==> src/rtl/sklansky_mw_add_ctrl.sv <==
// Multi-word add/subtract sequencer: streams NWORDS words, LSW first, through one
// external prefix adder, chaining carries and assembling the wide result.
module sklansky_mw_add_ctrl #(
    parameter  int ADDER_SIZE = 32,
    parameter  int NWORDS     = 4,
    localparam int W          = ADDER_SIZE - 1,
    localparam int N          = NWORDS * W
) (
    input  logic         clk,
    input  logic         rst,
    input  logic         start,
    input  logic         sub,
    input  logic         cin,
    input  logic [N-1:0] op_a,
    input  logic [N-1:0] op_b,
    output logic         busy,
    output logic         done,
    output logic [N-1:0] result,
    output logic         cout,
    output logic         ovf,
    output logic [W-1:0] add_a,
    output logic [W-1:0] add_b,
    output logic         add_cin,
    input  logic [W-1:0] add_sum,
    input  logic         add_cout
);

    localparam int IW = $clog2(NWORDS);
    localparam logic [IW-1:0] LAST_IDX = IW'(NWORDS - 1);

    typedef enum logic [1:0] {IDLE, RUN, DONE} state_e;

    state_e         state_q, state_d;
    logic [N-1:0]   a_q, a_d;
    logic [N-1:0]   b_q, b_d;
    logic [N-1:0]   result_q, result_d;
    logic [IW-1:0]  idx_q, idx_d;
    logic           carry_q, carry_d;
    logic           cout_q, cout_d;
    logic           ovf_q, ovf_d;

    always_comb begin
        // NOTE: every always_comb output gets a default first so no path can infer a latch.
        state_d  = state_q;
        a_d      = a_q;
        b_d      = b_q;
        result_d = result_q;
        idx_d    = idx_q;
        carry_d  = carry_q;
        cout_d   = cout_q;
        ovf_d    = ovf_q;
        add_a    = '0;
        add_b    = '0;
        add_cin  = 1'b0;

        if (state_q == RUN) begin
            add_a    = a_q[W-1:0];
            add_b    = b_q[W-1:0];
            add_cin  = carry_q;
            result_d = {add_sum, result_q[N-1:W]};
            carry_d  = add_cout;
            a_d      = a_q >> W;
            b_d      = b_q >> W;
            idx_d    = idx_q + 1'b1;
            if (idx_q == LAST_IDX) begin
                state_d = DONE;
                idx_d   = '0;
                cout_d  = add_cout;
                // Top-word operand MSBs are the wide MSBs; b_q already holds post-inversion B.
                ovf_d   = a_q[W-1] ^ b_q[W-1] ^ add_sum[W-1] ^ add_cout;
            end
        end else if (start) begin
            state_d  = RUN;
            a_d      = op_a;
            b_d      = sub ? ~op_b : op_b;
            carry_d  = sub ? 1'b1 : cin;
            idx_d    = '0;
            result_d = '0;
            cout_d   = 1'b0;
            ovf_d    = 1'b0;
        end else begin
            state_d = IDLE;
        end
    end

    always_ff @(posedge clk) begin
        // NOTE: sequential state uses non-blocking assignments so all flops update together.
        if (rst) begin
            state_q  <= IDLE;
            a_q      <= '0;
            b_q      <= '0;
            result_q <= '0;
            idx_q    <= '0;
            carry_q  <= 1'b0;
            cout_q   <= 1'b0;
            ovf_q    <= 1'b0;
        end else begin
            state_q  <= state_d;
            a_q      <= a_d;
            b_q      <= b_d;
            result_q <= result_d;
            idx_q    <= idx_d;
            carry_q  <= carry_d;
            cout_q   <= cout_d;
            ovf_q    <= ovf_d;
        end
    end

    assign busy   = (state_q == RUN);
    assign done   = (state_q == DONE);
    assign result = result_q;
    assign cout   = cout_q;
    assign ovf    = ovf_q;

endmodule

==> config.mk <==
export PLATFORM = sky130hd
export DESIGN_NAME = sklansky_mw_add_ctrl
export DESIGN_NICKNAME = d
export VERILOG_FILES = /design/src/rtl/sklansky_mw_add_ctrl.sv
export SDC_FILE = /design/constraint.sdc
export NUM_CORES = 1
export LEC_CHECK = 0
export ABC_AREA = 1
export CAP_MARGIN = 30
export CORE_MARGIN = 1
export CORE_UTILIZATION = 49
export DETAILED_ROUTE_END_ITERATION = 16
export PLACE_DENSITY = 0.78
export SLEW_MARGIN = 20
export SYNTH_ARGS = -nofsm -noshare
export SYNTH_HDL_FRONTEND = slang
export SYNTH_SLANG_ARGS = --single-unit
export TNS_END_PERCENT = 10
==> constraint.sdc <==
create_clock -name clk -period 2.03 [get_ports clk]
set_input_delay 0.406 -clock clk [delete_from_list [all_inputs] [get_ports clk]]
set_output_delay 0.406 -clock clk [all_outputs]
set_load 0.01 [all_outputs]
==> results of run 1 <==
-- registers in the layout, summed over array words and instances (netlist names) --
signal   count
a_q        124
b_q        124
result     124
idx_q        2
state_q      2
carry_q      1
cout         1
ovf          1
-- kinds of logic (layout without fill, tap and decap cells) --
| group | Yosys count | count (layout) | synth area share, % |
|---|---|---|---|
| AOI/OAI and AO/OA | 220 | 220 | 6.41 |
| xor gates and xnor gates | 124 | 124 | 6.33 |
| adders and majority gates | 1 | 1 | 0.0729 |
| buffers and inverters | 363 | 771 | 8.80 |
| DFF | 379 | 379 | 44.2 |
| other | 0 | 14 | 0 |
| and+or+nand+nor | 1432 | 1432 | 34.2 |
-- cells in the final DEF, fill, tap and decap left out, types with 25 or more instances in the layout --
cell               n
a21oi_1          188
buf_2             25
buf_4             29
clkbuf_16         41
clkdlybuf4s50_1  407
dfxtp_1          377
inv_1            163
nand2_1          696
nand3_1          380
nor2_1           343
o21ai_1           30
xnor2_1          124
-- per-layer routing --
metal | global-route usage, % | routed length (µm)
met1 | 38.9 | 22900
met2 | 49.3 | 26100
met3 | 4.39 | 4070
met4 | 13.3 | 2250
met5 | 0 | 0
-- cells in the mapped netlist --
cell type | count | share of area [%]
buf_1 | 13 | 0.28
a21oi_1 | 188 | 5.5
buf_4 | 7 | 0.31
nand2_1 | 698 | 15
o21ai_0 | 2 | 0.058
dfxtp_1 | 379 | 44
nand3_1 | 380 | 11
nor2_2 | 1 | 0.036
clkbuf_1 | 81 | 1.8
ha_1 | 1 | 0.073
o21ai_1 | 30 | 0.87
inv_2 | 3 | 0.066
nor2_1 | 350 | 7.7
inv_1 | 164 | 3.6
nand4_1 | 1 | 0.036
xnor2_1 | 124 | 6.3
nor2_4 | 2 | 0.13
buf_2 | 94 | 2.7
clkbuf_4 | 1 | 0.044
-- cell type report --
type | instances | area, µm²
clock buffers | 56 | 1150
diodes | 14 | 35.0
well taps | 455 | 569
repair buffers | 531 | 5300
flip-flops and latches | 379 | 7590
fillers | 2891 | 10900
inverters | 167 | 634
multi-input cells | 1777 | 8120
clock inverters | 17 | 250
-- power by group through the flow --
stage	combinational, mW	sequential (mW)	clock, mW
after CTS	2.77	8.03	7.86
final	2.78	8.03	7.78
after floorplan	1.54	8.13	0
after global routing	3.04	8.07	8.19
after global placement	2.68	8.17	0
after detailed placement	2.73	8.18	0
-- critical path, stage by stage (launching register included) --
cell     delay [ns]
dfxtp_2        0.41
nand2_8        0.14
buf_12         0.18
buf_8          0.15
nor2_4         0.08
buf_6          0.13
-- final timing paths --
check | end | depth (start not counted) | slack (ns)
worst max-delay path | add_b[28] | 5 | 0.004
worst min-delay path | ovf | 4 | 0.33
worst max register to register | a_q[45] | 9 | 0.17
worst min register to register | result[20] | 2 | 0.46
-- through the flow --
stage	setup slack, ns	TNS (ns)	total power, mW	cells
final	0.00399	0	18.6	3396
after CTS	-0.105	-0.864	18.7	3382
after detailed placement	0.139	0	10.9	3301
after global routing	-0.0697	-1.11	19.3	3396
after global placement	0.202	0	10.9	3301
after floorplan	0.386	0	9.67	2519
-- what timing repair did --
action | in CTS | in global routing
hold endpoints to repair | 0 | 0
buffers inserted | 5 | 0
pin swaps | 2 | 1
gates resized for setup | 153 | 51
gates cloned | 3 | 0
endpoints found under the setup margin | 65 | 61
==> results_dict.tcl, run 1 <==
set metrics [dict create \
    grt_pass1_vias 16200 \
    skew_ns 0.0121 \
    viasPerCell 5.20 \
    rows 68 \
    synth_area_per_cell_um2 6.82 \
    worst_pin_slew_ns 0.693 \
    combPwrFrac_pct 14.9 \
    cts_made_buffers 41 \
    seqPwrFrac_pct 43.2 \
    hpwlAfterDp_mm 38.6 \
    final_util_pct 68.5 \
    synth_nets 2805 \
    peakVddDrop_mv 0.674 \
    timing.rr.start "state_q[0]" \
    drcViolationCount 0 \
    port_buffers 475 \
    antenna_found_initial 14 \
    netSwitchingPower_mw 4.73 \
    cts_htree_levels 2 \
    synth_seq_cells 379 \
    whs_ns 0.332 \
    hold_viol 0 \
    relSlewSlack_pct 53.8 \
    endpoint_kind "primary output" \
    yosysSeqAreaShare_pct 44.2 \
    ioPinCount 476 \
    critPathLaunchType "register" \
    final_nets 3183 \
    design_area_um2 23600 \
    drtIter0Drc 1555 \
    min_from "start" \
    setup_viol 0 \
    cellLeakagePower_nw 10.1 \
    fin_crit_sh_pct 99.8 \
    required_ns 1.62 \
    final_max_slew_viol_count 0 \
    final_antenna_net_count 0 \
    wl_per_cell_um 16.3 \
    cp_data_arrival_time_ns 1.62 \
    switching_share_pct 25.5 \
    fp.dieH_um 189 \
    crit_fanout 20 \
    firstDrtPassIters 5 \
    holdBufCountCts 0 \
    cts_buffer_depth 3 \
    grt_pass1_wl_mm 85.8 \
    core_um2 34500 \
    path_clk_slew_ns 0.06 \
    place_area_um2 22300 \
    grt_max_degree 148 \
    yosys_warnings 0 \
    grt_usage_pct 29.9 \
    power_density_nw_per_um2 786 \
    place.gp.congestion 0.930 \
    overflow 0 \
    crit_start "state_q[0]" \
    min-delay-path-class "input pin to register" \
    fmax_ghz 0.494 \
    finalCriticalPeriod_ns 2.03 \
    crit_type "register to primary output" \
    netlist_area_um2 17200 \
    drt-total-wl_mm 55.3 \
    rsz0062_at_grt "yes" \
    yosysUniqueCellTypes 19 \
    internal-power_mw 13.9 \
    postSynthCellCount 2519 \
    ctsRootBufferMaster "clkbuf_16" \
    cts_tree "done" \
    syn2layout_area_growth_pct 37.7 \
    cts_sinks 379 \
    cap_violations 0 \
    clock_latency_ns 0.53 \
    dieArea_um2 35800 \
    status "finished clean" \
    layout-drive-gt1-share_pct 6.49 \
    clkPwrFrac_pct 41.9 \
    start_util_pct 49.7 \
    vias 17700 \
    die_w_um 189 \
]
No activity file was read; power rests on OpenSTA's default activity.
==> run 2, diff against run 1 <==
==> constraint.sdc (replaced) <==
create_clock -name clk -period 2.32 [get_ports clk]
set_input_delay 0.348 -clock clk [delete_from_list [all_inputs] [get_ports clk]]
set_output_delay 0.348 -clock clk [all_outputs]
set_load 0.01 [all_outputs]
==> results_dict.tcl, run 2 (synthesized netlist as in run 1, its figures left out) <==
set metrics [dict create \
    setup_ws_ns 0.00140 \
    power_density_nw_per_um2 670 \
    antenna_found_initial 15 \
    wl_per_cell_um 16.4 \
    critPathLaunchType "register" \
    finalCriticalPeriod_ns 2.32 \
    min_to "result[115]" \
    required_ns 1.97 \
    skew_ns 0.0116 \
    endpoint_kind "primary output" \
    holdBufCountCts 0 \
    cts_htree_levels 2 \
    hold_path_depth 2 \
    worst_pin_slew_ns 0.684 \
    core_um2 34500 \
    cap_violations 0 \
    cts_buffer_depth 3 \
    rsz0062_at_grt "yes" \
    path_clk_slew_ns 0.06 \
    final_max_slew_viol_count 0 \
    slowest_stage "clkdlybuf4s50_1" \
    rrSetupSlack_ns 0.43 \
    final_nets 3167 \
    mostFrequentLayoutCells "696 x nand2_1, 414 x clkdlybuf4s50_1, 380 x nand3_1" \
    start_util_pct 49.7 \
    layout-drive-gt1-share_pct 4.19 \
    reg2reg_depth 6 \
    cp_top_family "buffers and inverters" \
    crit_fanout 15 \
    critPathBufInv 3 \
    firstDrtPassIters 6 \
    fmax_ghz 0.431 \
    peakVddDrop_mv 0.579 \
    cts_sinks 379 \
    fin_crit_sh_pct 99.9 \
    min_from "rst" \
    ctsRootBufferMaster "clkbuf_16" \
    final_util_pct 68.5 \
    vias 17600 \
    drt-total-wl_mm 55.3 \
    cts_tree "done" \
    fp.dieH_um 189 \
    post-place-ws_ns 0.334 \
    status "finished clean" \
    clock_latency_ns 0.52 \
    ioPinCount 476 \
    grt_usage_pct 29.5 \
    cellLeakagePower_nw 10.6 \
    drtIter0Drc 1422 \
    hpwlAfterDp_mm 38.6 \
    grt_pass1_wl_mm 84.3 \
    cts_made_buffers 41 \
    port_buffers 475 \
    die_w_um 189 \
    final_antenna_net_count 0 \
    drcViolationCount 0 \
    place.gp.congestion 0.918 \
    grt_max_degree 128 \
    rows 68 \
    cp_data_arrival_time_ns 1.97 \
    hold_viol 0 \
    syn2layout_area_growth_pct 37.8 \
    reg2reg_to "result[57]" \
    min-delay-path-class "input pin to register" \
    setup_viol 0 \
    grt_pass1_vias 15900 \
    fillers 2913 \
    mostFrequentLayoutCell "nand2_1" \
    worst_path_largest_cell_delay_ns 0.57 \
    crit_type "register to primary output" \
    timing.rr.start "state_q[0]" \
    dieArea_um2 35800 \
    viasPerCell 5.21 \
    overflow 0 \
    worstPathCellList "inv_2, nand2_8, buf_6, nor2_1, clkdlybuf4s50_1" \
    relSlewSlack_pct 54.4 \
]
-- run 2: per-layer routing --
metal / global-route usage, % / vias to the layer above / wire length (µm)
met3: 4.41 / 133 / 4140
met5: 0 / - / 0
met1: 37.9 / 8089 / 22700
met4: 14.2 / 0 / 2490
li1: - / 8628 / -
met2: 48.5 / 760 / 26000
-- run 2: timing repair --
action	in CTS	in global routing
resized for setup	19	45
setup endpoints to repair	59	43
setup buffers	0	0
gates cloned	0	1
hold endpoints to repair	0	0
-- run 2: power by group --
| part | total (mW) | internal, mW | leakage, nW | switching (mW) |
|---|---|---|---|---|
| combinational | 2.38 | 1.11 | 6.84 | 1.27 |
| clock | 6.45 | 3.90 | 0.678 | 2.55 |
| sequential | 7.02 | 6.83 | 3.10 | 0.195 |
-- run 2: through the flow --
step / instance area (µm²) / std cells / hold slack, ns / power, mW / TNS (ns)
floorplan: 17200 / 2519 / 0.439 / 8.46 / 0
CTS: 23500 / 3363 / 0.238 / 15.9 / -1.33
global placement: 22100 / 3292 / 0.447 / 9.46 / 0
detailed placement: 22100 / 3292 / 0.452 / 9.51 / 0
finish: 23700 / 3382 / 0.238 / 15.9 / 0
global route: 23700 / 3379 / 0.260 / 16.5 / -0.130
-- run 2: worst max path at each step --
stage               start        end  cells after the start
2_1_floorplan  state_q[1]   add_a[0]                      7
4_1_cts        state_q[1]   add_b[5]                      5
3_3_place_gp   state_q[0]  add_a[16]                      5
3_5_place_dp   state_q[0]   add_a[8]                      5
5_1_grt        state_q[1]  add_b[13]                      5
6_report       state_q[1]  add_b[14]                      5
-- run 2: cell type report --
type | count | area, µm² | share of cell area [%]
Inverter | 167 | 632 | 2.67
Antenna cell | 18 | 45.0 | 0.190
Clock buffer | 67 | 1330 | 5.64
Sequential cell | 379 | 7590 | 32.1
Multi-Input combinational cell | 1777 | 8100 | 34.2
Tap cell | 455 | 569 | 2.41
Clock inverter | 4 | 23.8 | 0.100
Timing Repair Buffer | 515 | 5370 | 22.7
-- run 2: worst reg2reg max path, stage by stage (launching register included) --
cell and delay [ns]:
dfxtp_2 0.41, inv_2 0.06, nor2_4 0.16, buf_12 0.31
buf_12 0.45, nand2_1 0.19, a21oi_1 0.23
==> run 3, diff against run 2 <==
- ABC_AREA: 1 -> not set
- CORE_UTILIZATION: 49 -> 48
- PLACE_DENSITY: 0.78 -> 0.77
==> results_dict.tcl, run 3 <==
set metrics [dict create \
    required_ns 1.97 \
    cts_sinks 379 \
    cts_made_buffers 41 \
    antenna_found_initial 9 \
    crit_fanout 9 \
    cellLeakagePower_nw 9.24 \
    synth_area_per_cell_um2 8.62 \
    die_w_um 188 \
    finalSetupTns_ns 0 \
    syn2layout_area_growth_pct 38.5 \
    final_nets 2587 \
    worst_pin_slew_ns 0.956 \
    cts_tree "done" \
    hold_viol 0 \
    grt_pass1_vias 14000 \
    cts_buffer_depth 3 \
    yosys_warnings 0 \
    relSlewSlack_pct 36.3 \
    timing.rr.start "state_q[1]" \
    seqPwrFrac_pct 43.9 \
    grt_max_degree 248 \
    synth_compound_area_share_pct 17.3 \
    drcViolationCount 0 \
    async_flop_share_pct 0 \
    power_density_nw_per_um2 703 \
    ioPinCount 476 \
    synthAdderAreaFrac_pct 0.0752 \
    crit_type "register to primary output" \
    synth_mux_area_share_pct 7.52 \
    overflow 0 \
    final_antenna_net_count 0 \
    synth_nets 2218 \
    combPwrFrac_pct 14.8 \
    setup_viol 0 \
    rrSetupSlack_ns 0.13 \
    rsz0062_at_grt "no" \
    final_max_slew_viol_count 0 \
    min_from "rst" \
    firstDrtPassIters 5 \
    fp.dieH_um 188 \
    min_to "a_q[19]" \
    place.gp.congestion 0.903 \
    yosysUniqueCellTypes 30 \
    synth_xor_area_share_pct 6.68 \
    ctsRootBufferMaster "clkbuf_16" \
    yosysSeqAreaShare_pct 45.6 \
    fmax_ghz 0.442 \
    wl_met3_mm 4.00 \
    crit_start "state_q[1]" \
    netlist_area_um2 16600 \
    holdBufCountCts 0 \
    netSwitchingPower_mw 4.03 \
    synth_area_leaders "dfxtp_1 46%, mux2i_1 7.5%, xnor2_1 6.7%" \
    port_buffers 475 \
    peakVddDrop_mv 0.622 \
    mostFrequentLayoutCell "clkdlybuf4s50_1" \
    reg2reg_to "b_q[104]" \
    finalCriticalPeriod_ns 2.26 \
    synth_simple_gate_area_share_pct 17.1 \
    drtIter0Drc 1174 \
    synth_top_area_cell "dfxtp_1" \
    fin_cells 2788 \
    vias 15000 \
    status "finished clean" \
    yosysMostFrequentCell "dfxtp_1" \
    postSynthCellCount 1932 \
    fin_crit_sh_pct 97.6 \
    synth-edff-count 0 \
    layout-drive-gt1-share_pct 5.06 \
    wl_met2_mm 23.3 \
    hpwlAfterDp_mm 33.6 \
    path_clk_slew_ns 0.06 \
    drt-total-wl_mm 50.4 \
    rows 67 \
    clkPwrFrac_pct 41.3 \
    synth_common_cells "379 x dfxtp_1, 251 x nor2_1, 220 x a21oi_1, 220 x nand2_1, 127 x xnor2_1" \
    clock_latency_ns 0.53 \
    place_area_um2 21500 \
    ys.flop_type "dfxtp_1" \
    yosysTopAreaCellShare_pct 45.6 \
    switching_share_pct 24.9 \
    grt_usage_pct 27.3 \
    core_um2 33900 \
    cts_htree_levels 2 \
    final_util_pct 68.1 \
    skew_ns 0.0149 \
    dieArea_um2 35400 \
    wl_per_cell_um 18.1 \
    internal-power_mw 12.2 \
    reg2reg_depth 6 \
    design_area_um2 23100 \
    start_util_pct 49.2 \
    top_layer "met5" \
    synth_seq_cells 379 \
    critPathLaunchType "register" \
    hold_path_depth 2 \
    mostFrequentLayoutCells "410 x clkdlybuf4s50_1, 377 x dfxtp_1, 251 x nor2_1" \
    viasPerCell 5.39 \
    cap_violations 0 \
    whs_ns 0.154 \
    met1_length_mm 21.2 \
    dp_cells 2699 \
    cp_data_arrival_time_ns 1.92 \
    endpoint_kind "primary output" \
    min-delay-path-class "input pin to register" \
    grt_pass1_wl_mm 77.6 \
    synth_top_family_by_area "compound AO/OA/AOI/OAI gates" \
]
[run 3: changes by cell type after synthesis, moves of 19 or more]
cell      previous run  this run
buf_2               94        66
o21ai_1             30         0
buf_4                7        26
mux2i_1              0       124
a21oi_1            188       220
nand3_1            380       126
a211oi_1             0       124
inv_1              164         1
nand2_1            698       220
and2_1               0        63
nor2_1             350       251
a211o_1              0        93
[run 3: power groups by stage]
stage	Sequential [mW]	Combinational (mW)	Clock, mW
4_1_cts	7.11	2.40	6.78
2_1_floorplan	7.19	1.43	0
3_5_place_dp	7.24	2.37	0
3_3_place_gp	7.24	2.32	0
5_1_grt	7.15	2.61	7.08
6_report	7.11	2.41	6.69
[run 3: critical path, cell delays in order (launching register included)]
cell,delay [ns]
dfxtp_2,0.34
nand2b_4,0.20
inv_16,0.07
buf_4,0.17
buf_12,0.14
and2_1,0.17
dlygate4sd2_1,0.28
[run 3: kinds of logic after synthesis]
group                    count (synthesis)
AND/OR/NAND/NOR                        668
AO/OA/AOI/OAI                          441
flip-flops                             379
buffers and inverters                  191
XOR/XNOR                               127
multiplexers                           125
adder cells (fa/ha/maj)                  1
[run 3: worst max-delay path by stage]
stage           endpoint  slack (ns)  cells after the start
5_1_grt        add_a[30]       0.006                      6
3_5_place_dp    add_a[7]        0.23                      5
2_1_floorplan  add_b[21]        0.71                      6
3_3_place_gp   add_a[11]        0.30                      5
4_1_cts        add_b[10]       -0.11                      5
6_report       add_a[18]        0.06                      6
[run 3: layout make-up]
cell class | count | area, µm²
fill | 2768 | 10800
multi-input combinational | 1362 | 8120
sequential | 379 | 7590
timing repair buffer | 514 | 5350
clock buffer | 60 | 1200
tap | 448 | 561
clock inverter | 14 | 178
inverter | 2 | 25.0
antenna | 8 | 20.0
timing repair inverter | 1 | 16.3
[run 3: metrics by stage]
step | power, mW | setup slack [ns]
2_1_floorplan | 8.61 | 0.707
3_3_place_gp | 9.56 | 0.298
3_5_place_dp | 9.61 | 0.228
4_1_cts | 16.3 | -0.112
5_1_grt | 16.8 | 0.00556
6_report | 16.2 | 0.0562
[run 3: routing by layer]
metal  vias to the layer above  GRT usage [%]
li1                       7375              -
met1                      6986           34.9
met2                       547           43.5
met3                       118           7.52
met4                         2           10.6
met5                         -              0
[run 3: repair_timing]
action / CTS / global route
gates resized for setup: 41 / 37
endpoints found under the setup margin: 64 / 64
gates cloned: 1 / 1
buffers inserted: 3 / 2
endpoints found under the hold margin: 0 / 0
pin swaps: 0 / 0
